File: config.mk
export PLATFORM = sky130hd
export DESIGN_NAME = load_fsm
export DESIGN_NICKNAME = d
export VERILOG_FILES = /design/src/rtl/load_fsm.sv
export SDC_FILE = /design/constraint.sdc
export NUM_CORES = 1
export LEC_CHECK = 0
export CORE_AREA = 2 2 52 54
export DETAILED_ROUTE_END_ITERATION = 10
export DIE_AREA = 0 0 54 56
export PLACE_DENSITY = 0.72
export SLEW_MARGIN = 10
export SYNTH_ARGS = -nofsm -noshare
export SYNTH_HDL_FRONTEND = slang
export SYNTH_SLANG_ARGS = --single-unit
File: constraint.sdc
create_clock -name clk -period 1.28 [get_ports clk]
set_input_delay 0.256 -clock clk [delete_from_list [all_inputs] [get_ports clk]]
set_output_delay 0.256 -clock clk [all_outputs]
set_load 0.02 [all_outputs]
File: src/rtl/load_fsm.sv
// load_fsm -- Moore control sequencer for the LOAD instruction.
//
// Read-direction counterpart of the store sequencer. It drives the selected
// address-source register onto the bus into MAR, holds the memory enable
// for MEM_LAT read cycles, captures the memory data into MDR, and then
// drives MDR onto the bus into the selected destination register.
//
// Parameters:
//   MEM_LAT       memory read latency in cycles (1..15), the number of READ cycles
//
// Ports:
//   clk           system clock
//   rst           synchronous, active-high reset
//   start         LOAD decoded; held high by the controller until done
//   donefetch     instruction fetch complete; only looked at in WAITF
//   parameter1    destination select, one-hot R0..R3 in bits 3:0 (bits 5:4 invalid)
//   parameter2    address-source select, one-hot R0..R3,P0 in bits 4:0 (bit 5 invalid)
//   R0OutEn..P0OutEn  address-source register drives the bus (ADDR cycle)
//   R0InEn..R3InEn    destination register loads from the bus (WRITE cycle)
//   MARin         MAR loads from the bus
//   MDR_frommemin MDR loads from memory read data
//   MDR_tobusout  MDR drives the bus
//   EN            memory enable
//   RW            memory direction, 1 = write; this block only ever reads
//   done          instruction complete
//   err           invalid select code seen; valid together with done
//   P0inc         (only with LOAD_POSTINC_EN) post-increment P0 in WRITE
//
// Build option:
//   LOAD_POSTINC_EN  adds the P0inc output. Without it the port is absent
//                    and behaviour is otherwise identical.
//
// Every output is decoded from the registered state and the latched selects
// only, so there is no combinational path from any input to any output.

module load_fsm #(
  parameter int MEM_LAT = 1
) (
  input  logic       clk,
  input  logic       rst,
  input  logic       start,
  input  logic       donefetch,
  input  logic [5:0] parameter1,
  input  logic [5:0] parameter2,
  output logic       R0OutEn,
  output logic       R1OutEn,
  output logic       R2OutEn,
  output logic       R3OutEn,
  output logic       P0OutEn,
  output logic       R0InEn,
  output logic       R1InEn,
  output logic       R2InEn,
  output logic       R3InEn,
  output logic       MARin,
  output logic       MDR_frommemin,
  output logic       MDR_tobusout,
  output logic       EN,
  output logic       RW,
  output logic       done,
  output logic       err
`ifdef LOAD_POSTINC_EN
  ,
  output logic       P0inc
`endif
);

  localparam logic [2:0] IDLE    = 3'd0;
  localparam logic [2:0] WAITF   = 3'd1;
  localparam logic [2:0] ADDR    = 3'd2;
  localparam logic [2:0] READ    = 3'd3;
  localparam logic [2:0] CAPTURE = 3'd4;
  localparam logic [2:0] WRITE   = 3'd5;
  localparam logic [2:0] DONE    = 3'd6;

  // Last value of the READ counter; READ lasts MEM_LAT cycles (0..MEM_LAT-1).
  localparam logic [3:0] LAT_LAST = 4'(MEM_LAT - 1);

  logic [2:0] state;
  logic [2:0] state_nxt;
  logic [3:0] cnt;
  logic [3:0] dst_sel;
  logic [4:0] src_sel;
  logic       err_flag;

  logic       dst_ok;
  logic       src_ok;
  logic       sel_ok;
  logic       fetch_hit;

  // True when v has exactly one bit set.
  function automatic logic is_onehot(input logic [4:0] v);
    return (v != 5'd0) && ((v & (v - 5'd1)) == 5'd0);
  endfunction

  // Select codes are only valid when the unused high bits are clear and the
  // remaining bits are exactly one-hot.
  assign dst_ok = (parameter1[5:4] == 2'b00) && is_onehot({1'b0, parameter1[3:0]});
  assign src_ok = (parameter2[5] == 1'b0) && is_onehot(parameter2[4:0]);
  assign sel_ok = dst_ok && src_ok;

  // A dropped start in WAITF aborts, so the latch/launch only happens while
  // start is still asserted.
  assign fetch_hit = (state == WAITF) && start && donefetch;

  always_comb begin
    state_nxt = state;
    case (state)
      IDLE: begin
        if (start) begin
          state_nxt = WAITF;
        end
      end
      WAITF: begin
        if (!start) begin
          state_nxt = IDLE;
        end else if (donefetch) begin
          state_nxt = sel_ok ? ADDR : DONE;
        end
      end
      ADDR: begin
        state_nxt = READ;
      end
      READ: begin
        if (cnt == LAT_LAST) begin
          state_nxt = CAPTURE;
        end
      end
      CAPTURE: begin
        state_nxt = WRITE;
      end
      WRITE: begin
        state_nxt = DONE;
      end
      DONE: begin
        if (!start) begin
          state_nxt = IDLE;
        end
      end
      default: begin
        state_nxt = IDLE;
      end
    endcase
  end

  always_ff @(posedge clk) begin
    if (rst) begin
      state    <= IDLE;
      cnt      <= 4'd0;
      dst_sel  <= 4'd0;
      src_sel  <= 5'd0;
      err_flag <= 1'b0;
    end else begin
      state <= state_nxt;

      // The counter only runs in READ and is parked at zero elsewhere, so it
      // is already cleared when the next READ begins.
      if ((state == READ) && (cnt != LAT_LAST)) begin
        cnt <= cnt + 4'd1;
      end else begin
        cnt <= 4'd0;
      end

      if (fetch_hit) begin
        dst_sel  <= parameter1[3:0];
        src_sel  <= parameter2[4:0];
        err_flag <= !sel_ok;
      end else if ((state == DONE) && !start) begin
        dst_sel  <= 4'd0;
        src_sel  <= 5'd0;
        err_flag <= 1'b0;
      end
    end
  end

  // Output decode. Because the selects were checked one-hot before leaving
  // WAITF, at most one driver and one loader can be high in any cycle.
  always_comb begin
    R0OutEn       = 1'b0;
    R1OutEn       = 1'b0;
    R2OutEn       = 1'b0;
    R3OutEn       = 1'b0;
    P0OutEn       = 1'b0;
    R0InEn        = 1'b0;
    R1InEn        = 1'b0;
    R2InEn        = 1'b0;
    R3InEn        = 1'b0;
    MARin         = 1'b0;
    MDR_frommemin = 1'b0;
    MDR_tobusout  = 1'b0;
    EN            = 1'b0;
    RW            = 1'b0;
    done          = 1'b0;
    err           = 1'b0;
    case (state)
      ADDR: begin
        R0OutEn = src_sel[0];
        R1OutEn = src_sel[1];
        R2OutEn = src_sel[2];
        R3OutEn = src_sel[3];
        P0OutEn = src_sel[4];
        MARin   = 1'b1;
      end
      READ: begin
        EN = 1'b1;
      end
      CAPTURE: begin
        EN            = 1'b1;
        MDR_frommemin = 1'b1;
      end
      WRITE: begin
        MDR_tobusout = 1'b1;
        R0InEn       = dst_sel[0];
        R1InEn       = dst_sel[1];
        R2InEn       = dst_sel[2];
        R3InEn       = dst_sel[3];
      end
      DONE: begin
        done = 1'b1;
        err  = err_flag;
      end
      default: begin
      end
    endcase
  end

`ifdef LOAD_POSTINC_EN
  // P0 used as the address pointer steps forward once the load has landed.
  always_comb begin
    P0inc = (state == WRITE) && src_sel[4];
  end
`endif

endmodule

# Word level (Yosys, flattened, before mapping)
# Index checks and enable logic that the tools add are counted.
dict set report op_classes {
  add_sub_neg 3
  mul 0
  div 0
  order_cmp 0
  eq_ne 10
  shift 0
  n_mux 28
  bitwise_logic 4
  reduce_logical 23
}
# operator n
set ops {}
lappend ops {{$pmux W3 S7} 1}
lappend ops {{$mux W3} 6}
lappend ops {{$mux W1} 17}
lappend ops {{$logic_not A5 Y1} 2}
lappend ops {{$mux W5} 2}
lappend ops {{$eq A3 B3 Y1 const B} 3}
lappend ops {{$logic_and A1 B1 Y1} 9}
lappend ops {{$mux W4} 2}
lappend ops {{$reduce_bool A4 Y1} 2}
lappend ops {{$eq A3 B2 Y1 const B} 2}
lappend ops {{$ne A2 B2 Y1 const B} 3}
lappend ops {{$and A4 B5 Y5} 1}
lappend ops {{$and A5 B5 Y5} 1}
lappend ops {{$reduce_bool A5 Y1} 1}
lappend ops {{$sub A4 B1 Y5 const B} 1}
lappend ops {{$sub A5 B1 Y5 const B} 1}
lappend ops {{$add A4 B1 Y4 const B} 1}
lappend ops {{$logic_not A4 Y1} 1}
lappend ops {{$reduce_and A4 Y1} 1}
lappend ops {{$reduce_or A2 Y1} 2}
lappend ops {{$eq A3 B1 Y1 const B} 1}
lappend ops {{$logic_not A3 Y1} 1}
lappend ops {{$ne A3 B3 Y1 const B} 1}
lappend ops {{$logic_not A1 Y1} 2}
lappend ops {{other kinds (3)} 4}
dict set report word_totals {
  reg_bits 17
  latchBits 0
  ram_bits 0
  romBits 0
  input_bits 16
  out_inout_bits 16
  mem_count 0
}

# Logic depth before layout (Yosys ltp)
dict set report depth {
  ltp_word 10
  depth_mapped 6
}

# Least setup slack after synthesis
# OpenSTA, ideal clock, no wires.
dict set report synth_timing {
  path_type {flip-flop to output port}
  start {reg state[1]}
  end {out P0OutEn}
  arrival_ps 1503
  t_required_ps 1024
  slack_ps -479
  path_stages_with_launch 4
  path_buffers 1
  path_cell_list {dfxtp_1 buf_4 nor3b_1 and2_1}
}
dict set report synth_between {
  elab_chain_len 2
}
# item line_no
set synth_lines {}
lappend synth_lines {{start: declaration} 78} ;# logic [2:0] state;
lappend synth_lines {{start signal: assignment} 153} ;# state <= state_nxt;
lappend synth_lines {{$eq A3 B2 Y1} 194} ;# case (state)
lappend synth_lines {{$mux W1} 194}
lappend synth_lines {{end: declaration} 49} ;# output logic P0OutEn,
# No other way between the ends.

# Final worst setup path
dict set report layout_timing {
  start {reg state[2]}
  end {out R3OutEn}
}
dict set report layout_between {
  elab_chain_len 2
}
# item line_no
set layout_lines {}
lappend layout_lines {{$eq A3 B2 Y1} 194}
lappend layout_lines {{$mux W1} 194}
lappend layout_lines {{end: declaration} 48} ;# output logic R3OutEn,
# No other way between the ends.

==> run summary <==
Final hold slack - 502 ps
Total die area - 3020 sq um
Post-DR vias/cell - 5.21
Initial Util - 38.4%
Worst Setup Start Kind - register
Setup tns final - -8030 ps
Width of the die - 54 microns
Worst path required time - 1020 ps
I/O Pins - 32
Syn. warnings - 0
Nets - 208
CTS root buffer - clkbuf_4
RSZ-0062 raised after global routing - true
Final WL - 3.31 mm
Syn nets - 127
Placer Congestion - 0.780
TritonCTS clock tree - done
Critical Path Slowest Stage Cell - dfxtp_4
Vias in the first global route - 1216
Failing checks - setup timing
#FFs+latches synth - 17
Power Density - 622 nW/um^2
Initial drt markers - 17
Post-DRT Antenna Nets - 0
Fmax - 0.620 GHz
Fin. max-slew vios - 0
Max-Cap Viols - 0
Synth Area per Inst - 8.56 sq um
Setup Skew - 10.0 ps
Syn Inst Count - 109
Pleak - 0.879 nW
Total track usage - 23.0%
Layout fillers - 142
Setup violations, final - 31
Largest net degree at the start of global routing - 11
Reg clk slew, reported paths - 110 ps
Power, Total - 1.25 mW
Fin util - 82.7%
Worst setup margin - -332 ps
Area of the mapped netlist - 933 sq um
Antenna violations before repair - 0
Final clock period utilization by the worst path - 126%
Crit-path max cell delay - 390 ps
CP Cell Sequence - nor3b_4 > buf_6 > buf_6 > and2_4 > buf_6
Setup CP Type - register to output pin
Longest Clk Path Bufs - 2
Reg area - 352 sq um
Wirelength per Cell - 15.1 microns
Most used cell, CP - buf_6
TritonCTS sink count - 17
Most common cell after layout, fill and taps aside - buf_4
Yosys cell types - 37
Syn-to-layout area delta - 115%
Skew-Pair Late Insertion Delay - 290 ps
Global-route wire length before repair - 5.18 mm
ANT cells - 0
Multi-input logic area - 764 sq um
DR vias - 1141
CP Max Fanout - 4
Number of buffers created by CTS - 3
Detailed placement HPWL - 2.04 mm
CORE AREA - 2430 sq um
Input/output buffers - 30
Floorplan row count - 18
Die Y - 56 microns
HP Class - primary input to register
DP Area - 1540 sq um
Most frequent cells in the layout - buf_4, buf_6, nor2_1
GRT overflow - 0
CTS H-tree depth - 1
Crit path capture type - output pin
Final hold vios - 0
Final Critical Period - 1610 ps
Seq/Total Area, Yosys - 36.5%
Post-route DRC - 0
Final Cell Area - 2010 sq um
WP data arrival - 1360 ps
Pre-antenna DRT Iters - 4
Maximum VDD drop - 0.000523 V
Layout cells sized above 1 - 66.1%
Status - finished, violations left
state kept, by name, summed over array words and instances (netlist names):
| signal | flops |
|---|---|
| cnt | 4 |
| dst_sel | 4 |
| err_flag | 1 |
| src_sel | 5 |
| state | 3 |
final cells by class:
type	instances	area share, %
tap	30	1.87
multi-input combinational	82	38.0
timing repair buffer	82	40.1
inverter	4	1.12
sequential	17	17.5
clock inverter	1	0.249
clock buffer	3	1.12
cells in the mapped netlist (all sizes together):
cell / count / area [sq um]
o22ai: 1 / 6.26
a21oi: 3 / 18.8
a311oi: 1 / 8.76
and4b: 1 / 13.8
nand2b: 1 / 6.26
nor3: 2 / 10.0
xnor2: 2 / 17.5
inv: 4 / 20.0
buf: 5 / 35.0
dfxtp: 17 / 340
a211oi: 2 / 15.0
nor3b: 3 / 22.5
o21ai: 2 / 10.0
xor2: 2 / 17.5
nor4bb: 1 / 10.0
or3: 1 / 6.26
conb: 1 / 3.75
or4: 1 / 11.3
mux2: 1 / 11.3
o311ai: 1 / 8.76
clkbuf: 1 / 3.75
nand3b: 1 / 7.51
nand2: 6 / 22.5
a22o: 1 / 10.0
and2: 11 / 68.8
nand3: 1 / 5.00
or2: 1 / 6.26
and4: 1 / 8.76
ha: 2 / 25.0
a221oi: 1 / 8.76
a22oi: 9 / 67.6
nor4: 1 / 21.3
o311a: 1 / 10.0
nor2: 20 / 75.1
worst max-delay path: cells and delay by family, from the launching register on:
family	cells	cell delay (ps)
flip-flops	1	390
AND/OR/NAND/NOR	2	340
buffers and inverters	3	330
worst paths after layout:
path / startpoint / endpoint / slack [ps] / cells after the start
worst max-delay path: state[2] / R3OutEn / -330 / 5
worst min register to register: cnt[0] / cnt[0] / 530 / 2
worst max register to register: state[1] / dst_sel[3] / -300 / 8
worst min-delay path: start / state[0] / 500 / 3
stage by stage:
stage	std cells	setup slack [ps]
after floorplan	109	-62.3
after global routing	219	-410
after detailed placement	196	-471
after CTS	214	-358
after global placement	196	-468
final	219	-332
power by group:
part / switching (mW) / internal (mW) / leakage, nW / total, mW
combinational: 0.168 / 0.234 / 0.721 / 0.402
clock: 0.168 / 0.116 / 0.0177 / 0.284
sequential: 0.0196 / 0.545 / 0.141 / 0.565
kinds of logic (layout without fill, tap and decap cells):
group                    Yosys count  count (layout)  share of synthesized area, %
adder cells (fa/ha/maj)            2               2                          2.68
buffers and inverters             10              90                          6.30
flip-flops                        17              17                          36.5
AND/OR/NAND/NOR                   52              52                          31.6
XOR/XNOR                           4               4                          3.75
other                              1               1                         0.402
multiplexers                       1               1                          1.21
AO/OA/AOI/OAI                     22              22                          17.6
metal layers:
| layer | part of all wire [%] | vias to the layer above | wire, microns | GRT usage [%] |
|---|---|---|---|---|
| li1 | - | 544 | - | - |
| met1 | 39 | 555 | 1310 | 24.8 |
| met2 | 55 | 40 | 1830 | 42.0 |
| met3 | 4.8 | 2 | 159 | 3.76 |
| met4 | 0.39 | 0 | 13 | 9.64 |
| met5 | 0 | - | 0 | 0 |
timing repair:
item,CTS,global route
setup endpoints to repair,32,32
hold endpoints to repair,0,0
cloned,0,0
pin swaps,24,17
resized for setup,143,21
hold buffers,0,0
buffers inserted,20,6
Note: power is estimated with default switching activity, not from simulation.
==> RTL change, RTL diff (config.mk and constraints unchanged) <==
Add a define of `LOAD_POSTINC_EN`.
--- a/src/rtl/load_fsm.sv
+++ b/src/rtl/load_fsm.sv
@@ -32,6 +32,8 @@
 //
 // Every output is decoded from the registered state and the latched selects
 // only, so there is no combinational path from any input to any output.
+
+`define LOAD_POSTINC_EN
 
 module load_fsm #(
   parameter int MEM_LAT = 1
Function (old outputs only; new: P0inc): kept (Yosys induction, for registers that start in step).
==> RTL change against the original RTL <==
The flow still finishes with violations (negative setup slack); routed wire length down 9.0%; first-iteration DRC count decreased by 29%; sequential cell count did not move; worst setup slack got worse by 0.022 ns; power is 5.2% lower; area after synthesis is 1.6% higher; sequential share of layout area increased by 1.8 points; cell area shrank 8.8%; critical path type unchanged; critical endpoint is now R1OutEn.
==> RTL change: results (changes against the original RTL) <==
[grt]
grt_pass1_wl_mm=4.61  ; -11%
grtUsageMet2_pct=36.8  ; -5.2 points
grt_max_degree=10  ; -1
grt_usage_pct=20.3  ; -2.7 points
grt.met3_usage_pct=2.42  ; -1.3 points
grt_util_met1_pct=24.5  ; -0.29 points
grt_pass1_vias=1055  ; -13%

[sta]
finalSetupViolCount=32  ; +3.2%
skew_ns=0.00186  ; -0.00814 ns
setup_ws_ns=-0.355  ; -0.0222 ns

[finish]
drive_above_1_share_pct=60.1  ; -6.0 points
nets=197  ; -5.3%
layout.cells.non_filler=208  ; -5.0%
fillers=176  ; +24%

[placement]
placedCellCount=194  ; -1.0%
place_area_mm2=0.00153  ; -0.49%
place.gp.congestion=0.738  ; -5.3%
pre_cts_slack_ns=-0.596  ; -0.125 ns
numPortBuffers=31  ; +3.3%
dp.final_hpwl_mm=1.81  ; -11%

[synth]
ys_top_cells_by_count=nor2_1 (20), dfxtp_1 (17), and2_1 (12), a22oi_1 (9), nand2_1 (5)
syn_nets=128  ; +0.79%
synthXorXnorAreaFrac_pct=3.69  ; -0.059 points
synth_cell_type_count=39  ; +5.4%
ys_seq_area_share_pct=35.9  ; -0.58 points
synth_area_leaders=dfxtp_1 (36%), and2_1 (7.9%), nor2_1 (7.9%)
synth-compound-area-share_pct=17.2  ; -0.41 points
synth_fa_ha_area_share_pct=2.64  ; -0.042 points
syn_inst=110  ; +0.92%
synth_mux_area_share_pct=1.19  ; -0.019 points

[clocking]
cts_root_buf=clkbuf_4
clock_latency_ns=0.28
htreeDepth=1  ; unchanged

[detailed_routing]
viasPerCell=5.22  ; +0.21%
wire_per_inst_um=14.5  ; -4.2%
drt_iter0_markers=12  ; -5

[status]
violations=negative setup slack
status=complete, but fails checks

[pwr]
intPower_w=0.000854  ; -4.6%
ir_worst_vdd_v=0.000686  ; +31%
cellPowerDensity_mw_per_mm2=647  ; +4.0%
leakagePower_nw=0.763  ; -13%

[critical_path]
cp_top_family=simple AND/OR/NAND/NOR gates
arrival_ns=1.38  ; +0.02 ns
cp_max_fo=7  ; +3

==> RTL change: final cells by class <==
class                      instances  area share, %
timing repair buffer              69           34.9
multi-input combinational         84           41.1
tap                               30           2.05
sequential                        17           19.3
clock buffer                       4           1.43
inverter                           4           1.23
==> RTL change: timing repair <==
| action | 4_1_cts | 5_1_grt |
|---|---|---|
| resized for setup | 128 | 18 |
| setup endpoints to repair | 33 | 32 |
| setup buffers | 7 | 2 |
| pin swaps | 20 | 10 |
| hold endpoints to repair | 0 | 0 |
| cloned | 2 | 0 |
==> RTL change: worst paths after layout <==
| check | slack, ns | cells past startpoint | to | from |
|---|---|---|---|---|
| min reg2reg | 0.52 | 2 | cnt[0]$_SDFF_PP0_ | cnt[0]$_SDFF_PP0_ |
| max reg2reg | -0.31 | 6 | err_flag$_SDFFE_PP0P_ | state[1]$_SDFFE_PP0P_ |
| max | -0.35 | 4 | R1OutEn | state[0]$_SDFFE_PP0P_ |
| min | 0.51 | 3 | src_sel[3]$_SDFFE_PP0P_ | parameter2[3] |
==> RTL change: layer usage <==
| layer | part of all wire (%) | routed length [um] |
|---|---|---|
| met1 | 38 | 1140 |
| met2 | 55 | 1660 |
| met3 | 4.8 | 146 |
| met4 | 2.0 | 59 |
| met5 | 0 | 0 |
==> RTL change: power by group through the flow <==
stage / combinational (W) / sequential [W] / clock (W)
2_1_floorplan: 0.000129 / 0.000563 / 0
3_3_place_gp: 0.000245 / 0.000578 / 0
3_5_place_dp: 0.000249 / 0.000578 / 0
4_1_cts: 0.000296 / 0.000568 / 0.000299
5_1_grt: 0.000353 / 0.000571 / 0.000321
6_report: 0.000332 / 0.000569 / 0.000285
==> RTL change: cells by family (layout without fill, tap and decap cells) <==
group	Yosys count	in the layout
simple gates	53	53
compound gates	22	23
flops	17	17
buf+inv	10	77
xor+xnor	4	4
fa+ha+maj	2	2
other cells	1	1
mux	1	1
==> RTL change: worst register-to-register path: stages, from the launching register on <==
cell and delay [ns]:
dfxtp_4 0.38, buf_6 0.12, buf_4 0.13, and4b_4 0.37
nand2_4 0.06, or3_4 0.36, o311ai_2 0.07
==> RTL change: per-stage QoR <==
step                      power, W  TNS (ns)
final                      0.00119     -7.84
after global routing       0.00124     -9.53
after CTS                  0.00116     -7.32
after detailed placement  0.000827    -13.72
after global placement    0.000823    -13.26
after floorplan           0.000692    -0.885
